**src/rtl/display_scan_controller_flickinger.sv**
```systemverilog
// Seven-segment scan sequencer: digit-refresh prescaler, four-slot digit select,
// operand/result source mode and per-slot leading-zero / positive-sign blanking.
module display_scan_controller_flickinger #(
  parameter int REFRESH_DIV = 100000
) (
  input  logic        clk,
  input  logic        reset,
  input  logic        entry_strobe,
  input  logic        compute_strobe,
  input  logic        clear_strobe,
  input  logic [3:0]  ab_msd,
  input  logic [11:0] alu_out,
  input  logic        input_sign,
  input  logic        alu_sign,
  output logic [1:0]  four_to_one_sel,
  output logic        two_to_one_sel,
  output logic        blank,
  output logic        digit_tick
);

  localparam int CNT_W = (REFRESH_DIV > 2) ? $clog2(REFRESH_DIV) : 1;

  typedef enum logic {
    ENTRY  = 1'b0,
    RESULT = 1'b1
  } mode_t;

  logic [CNT_W-1:0] prescaler_q, prescaler_d;
  logic [1:0]       sel_q, sel_d;
  mode_t            mode_q, mode_d;
  logic             tick_q, tick_d;
  logic             term_cnt;

  always_comb begin
    term_cnt    = (prescaler_q == CNT_W'(REFRESH_DIV - 1));
    prescaler_d = term_cnt ? '0 : prescaler_q + CNT_W'(1);
    sel_d       = term_cnt ? sel_q + 2'd1 : sel_q;
    tick_d      = term_cnt;
    // Clear outranks entry, which outranks compute.
    mode_d = mode_q;
    if (clear_strobe || entry_strobe) begin
      mode_d = ENTRY;
    end else if (compute_strobe) begin
      mode_d = RESULT;
    end
  end

  always_ff @(posedge clk or posedge reset) begin
    if (reset) begin
      prescaler_q <= '0;
      sel_q       <= 2'd0;
      mode_q      <= ENTRY;
      tick_q      <= 1'b0;
    end else begin
      prescaler_q <= prescaler_d;
      sel_q       <= sel_d;
      mode_q      <= mode_d;
      tick_q      <= tick_d;
    end
  end

  // Operand entry never has a hundreds digit, so its MSD slot is always dark.
  always_comb begin
    blank = 1'b0;
    unique case (sel_q)
      2'd0: blank = (mode_q == RESULT) ? ~alu_sign : ~input_sign;
      2'd1: blank = (mode_q == RESULT) ? (alu_out[11:8] == 4'd0) : 1'b1;
      2'd2: blank = (mode_q == RESULT) ? ((alu_out[11:8] == 4'd0) && (alu_out[7:4] == 4'd0))
                                       : (ab_msd == 4'd0);
      2'd3: blank = 1'b0;
      default: blank = 1'b0;
    endcase
  end

  assign four_to_one_sel = sel_q;
  assign two_to_one_sel  = (mode_q == RESULT);
  assign digit_tick      = tick_q;

endmodule

```
**config.mk**
```make
export PLATFORM = sky130hd
export DESIGN_NAME = display_scan_controller_flickinger
export DESIGN_NICKNAME = d
export VERILOG_FILES = /design/src/rtl/display_scan_controller_flickinger.sv
export SDC_FILE = /design/constraint.sdc
export NUM_CORES = 1
export LEC_CHECK = 0
export CORE_MARGIN = 3
export CORE_UTILIZATION = 35
export CTS_BUF_LIST = sky130_fd_sc_hd__clkbuf_8
export CTS_CLUSTER_DIAMETER = 40
export CTS_CLUSTER_SIZE = 28
export DETAILED_ROUTE_END_ITERATION = 8
export HOLD_SLACK_MARGIN = 0.15
export PLACE_DENSITY = 0.61
export SLEW_MARGIN = 20
export SYNTH_ARGS = -nofsm -noshare
export SYNTH_HDL_FRONTEND = slang
export SYNTH_SLANG_ARGS = --single-unit
```
**constraint.sdc**
```tcl
create_clock -name clk -period 2.35 [get_ports clk]
set_clock_uncertainty 0.2 [all_clocks]
set_input_delay 0.47 -clock clk [delete_from_list [all_inputs] [get_ports clk]]
set_output_delay 0.47 -clock clk [all_outputs]
set_load 0.005 [all_outputs]
```
## Word-level counts from Yosys, hierarchy flattened

Cells that the tools add are included.

| storage, ports and cells | value |
|---|---|
| flip-flop bits (word level) | 21 |
| bits in latches | 0 |
| RAM bits | 0 |
| ROM bits | 0 |
| bits of input ports | 23 |
| output and inout port bits | 5 |
| logic and storage cells | 26 |
| memories kept | 0 |

| operators by class | value |
|---|---|
| $add $sub $neg | 2 |
| $mul | 0 |
| div/mod/pow operators | 0 |
| magnitude comparators | 0 |
| equality and inequality tests | 4 |
| shift-type cells | 0 |
| mux-type cells | 7 |
| bitwise gates (word level) | 2 |
| reduce and logical (&&, ||, !) cells | 7 |

Operators with widths:

| cell | count |
|---|---|
| 17-bit by 1-bit adder with 17-bit output, second input constant | 1 |
| 17-bit == test, second input constant | 1 |
| 17-bit 2-to-1 mux | 1 |
| 4-bit zero test | 3 |
| 1-bit 2-to-1 mux | 5 |
| 2-bit == test, second input constant | 2 |
| 1-bit case mux with 4 select lines | 1 |
| 2-bit by 1-bit adder with 2-bit output, second input constant | 1 |
| 2-bit by 1-bit == test with 1-bit output, second input constant | 1 |
| 2-bit zero test | 1 |
| 1-bit NOT | 2 |
| 2-bit nonzero test | 1 |
| 1-bit logical AND | 1 |
| 1-bit logical OR | 1 |

## Longest topological paths before layout

| logic depth | value |
|---|---|
| word-level depth | 4 |
| gate-level depth with buffers | 5 |
| gate-level depth less buffers | 5 |

## Least setup slack after synthesis

OpenSTA, ideal clock, no wires.

| timing | value |
|---|---|
| path kind | input-to-output |
| start | input ab_msd[1] |
| end | output blank |
| data arrival time | 1265 ps |
| required time | 1680 ps |
| slack | 415 ps |
| stages | 4 |
| buffers on the path | 0 |
| cell sequence | nor4_1 a211oi_1 a211o_1 o211ai_1 |

| between the ends | value |
|---|---|
| word-level cells in the longest chain between the ends | 3 |

RTL lines:

| what | line | text |
|---|---|---|
| start: declaration | 11 | `input logic [3:0] ab_msd,` |
| 4-bit zero test | 69 | `: (ab_msd == 4'd0);` |
| 1-bit 2-to-1 mux | 68 | `2'd2: blank = (mode_q == RESULT) ? ((alu_out[11:8] == 4'd0) && (alu_out[7:4] == 4'd0))` |
| 1-bit case mux with 4 select lines | 65 | `unique case (sel_q)` |
| end: declaration | 17 | `output logic blank,` |

No other way between the ends.

## Worst setup path in the final report

| timing | value |
|---|---|
| start | input ab_msd[2] |
| end | output blank |

Same word-level chain as after synthesis.

==> parameters.txt <==
Parameter                              Value

Clock network
  Hold-fix buffer count after cts ... 0
  CTS Buf Count ... 3
  Buffer levels on the longest clock path ... 2
  Clock transition at path regs ... 70 ps
  Buffer type at the clock tree root ... clkbuf_8
  H-tree level count ... 1
  Clock tree from TritonCTS ... built
  Clock latency on the worst-skew pair ... 250 ps
  Post-CTS setup buffer count ... 0
  Count of clock tree sinks ... 21

Floorplanning
  Die Outline Area ... 3710 µm²
  Initial cell density of the core ... 37.6%
  Area of the core ... 2810 µm²
  Number of cell rows ... 19
  Horizontal extent of the die ... 60.9 µm
  Height of the die ... 60.9 µm
  Top Ports ... 28

Worst setup path
  Critical Path AT ... 1620 ps
  Endpoint kind of the worst setup timing path ... primary output
  Worst setup path category ... in2out
  Req. time, crit path ... 1680 ps
  Crit start category ... input port
  Highest fanout seen on the critical path ... 2

Route
  First drt pass iteration count ... 3
  Number of nets still failing antenna checks after routing ... 0
  Final wirelength ... 2.16 mm
  DR DRC count ... 0
  Average vias per placed instance ... 5.25
  WL/cell ... 13.9 µm
  Drt initial violations ... 20
  Routed via count ... 819

Synth
  Post-synthesis sequential element count ... 21
  Synth cell types ... 26
  Syn_nets ... 123
  Post-synthesis async set-or-reset flop share ... 100%
  Cell area after synthesis ... 1050 µm²
  Synth warn ... 0
  Number of instances in the synthesized netlist ... 96
  Predominant post-synthesis flop cell ... dfrtp_1
  Average size of a mapped cell ... 11.0 µm²
  Sequential area share after synthesis ... 49.8%
  Number of enable-type register cells in the synthesized netlist ... 0

Timing
  Worst slew margin relative to its limit ... 77.4%
  Least setup slack across all paths after layout ... 59.3 ps
  Total Negative Setup Slacks ... 0 ps
  Fmax ... 437 MHz
  Minimum clock period after layout ... 2290 ps
  Slew @ Worst Pin ... 336 ps
  Endpoints failing hold ... 0
  Part of the cycle the worst path needs ... 97.5%
  Worst hold margin ... 310 ps
  Final number of max-transition violations ... 0
  Setup violations, final ... 0

Layout
  Fin cells ... 156
  Number of inserted diodes ... 0
  Register area ... 526 µm²
  Post-Layout Inst Area ... 1400 µm²
  Most frequent standard cell in the layout excluding fill and tap cells ... dfrtp_1
  Area growth, synth to finish ... 32.5%
  Most frequent cells in the layout ... dfrtp_1, clkdlybuf4s50_1, nor2_1, xnor2_1, nand4_1
  Footprint of the multi-input gates ... 529 µm²
  Ratio of cells with drive above 1 in the final layout ... 10.4%
  Fill count ... 259
  # nets final ... 153

Global routing
  GRT Total Usage ... 12.6%
  Vias in the first global route ... 804
  Total congestion overflow after global routing ... 0
  Number of antenna violations at the first check in global routing ... 0
  Largest net degree at the start of global routing ... 22
  First-pass GRT wire length ... 3.46 mm

Placement
  Worst-case setup slack after placement ... -565 ps
  I/O Buffers ... 23
  Final weighted congestion of routability-driven global placement ... 0.799
  Total cell area at the placement stage ... 1330 µm²
  HPWL after DPL ... 1.60 mm
  Placed cell count ... 152

Worst hold path
  Worst hold path type ... reg2reg

Pwr
  Worst VDD drop ... 360 µV
  Total power density per cell area ... 451 nW/µm²
  Leakage component of the power ... 0.617 nW

Status
  Result of the run ... complete, no violations

Job
  Max-capacitance violation count ... 0
## synthesized netlist by cell type (all sizes together) (2+ instances only)
master  instances  area share [%]
nand3           6             2.8
dfrtp          21              50
nor4            5             3.6
nand4           8             4.7
and4            5             4.4
inv             3             1.1
xnor2          10             8.3
xor2            6             5.0
ha              4             4.7
nor2           11             3.9
nor3            2            0.95
nand2           3             1.1
## kinds of logic after synthesis
logic type	Yosys count	synth area share, %
simple gates	45	24.9
flops	21	49.8
xor+xnor	16	13.3
compound gates	5	3.68
buf+inv	4	2.49
fa+ha+maj	4	4.75
mux	1	1.07
## routing by layer
metal / share of wire (%) / GRT usage (%) / vias up / wire [µm]
met5: 0 / 0 / - / 0
met4: 0.42 / 3.72 / 0 / 9
met3: 8.2 / 5.11 / 2 / 178
met2: 46 / 19.7 / 27 / 990
met1: 45 / 16.1 / 383 / 984
li1: - / - / 407 / -
## flip-flops by register name, indices dropped and copies added, names as in the netlist
register         count
four_to_one_sel      2
two_to_one_sel       1
digit_tick           1
prescaler_q         17
## where the power goes
part	internal, mW	total, mW	switching (mW)
clock	0.116	0.222	0.106
combinational	0.0289	0.0456	0.0166
sequential	0.362	0.363	0.00106
total	0.507	0.631	0.124
## critical path, stage by stage
cell and delay, ps:
clkdlybuf4s15_1 220, nor4_4 340, a211oi_2 110, a211o_1 270
o211ai_1 80, buf_2 140
## timing repair
action                     CTS  global route
gates resized for setup     12             7
pin swaps                    6             6
setup endpoints to repair    1             1
## through the flow
| stage | power [mW] | util (%) |
|---|---|---|
| after floorplan | 0.380 | - |
| after global placement | 0.417 | 47.5 |
| after detailed placement | 0.417 | 47.5 |
| after CTS | 0.645 | 48.8 |
| after global routing | 0.664 | 49.8 |
| final | 0.631 | 49.8 |
## final timing paths
| kind | slack, ps | start | cells after the start | to |
|---|---|---|---|---|
| setup / recovery | 60 | ab_msd[2] | 6 | blank |
| hold / removal | 310 | prescaler_q[0]$_DFF_PP0_ | 1 | prescaler_q[0]$_DFF_PP0_ |
| setup reg to reg | 460 | prescaler_q[5]$_DFF_PP0_ | 4 | four_to_one_sel[1]$_DFFE_PP0N_ |
| hold reg to reg | 310 | prescaler_q[0]$_DFF_PP0_ | 1 | prescaler_q[0]$_DFF_PP0_ |
| max in group asynchronous | 1400 | reset | 3 | prescaler_q[14]$_DFF_PP0_ |
| min in group asynchronous | 340 | reset | 3 | prescaler_q[11]$_DFF_PP0_ |
## area by class of cell
class	count	area share [%]
Clock buffer	3	2.95
Clock inverter	1	0.269
Inverter	3	0.806
Multi-Input combinational cell	71	37.9
Sequential cell	21	37.6
Tap cell	31	2.78
Timing Repair Buffer	26	17.7
Note: power is estimated with default switching activity, not from simulation.
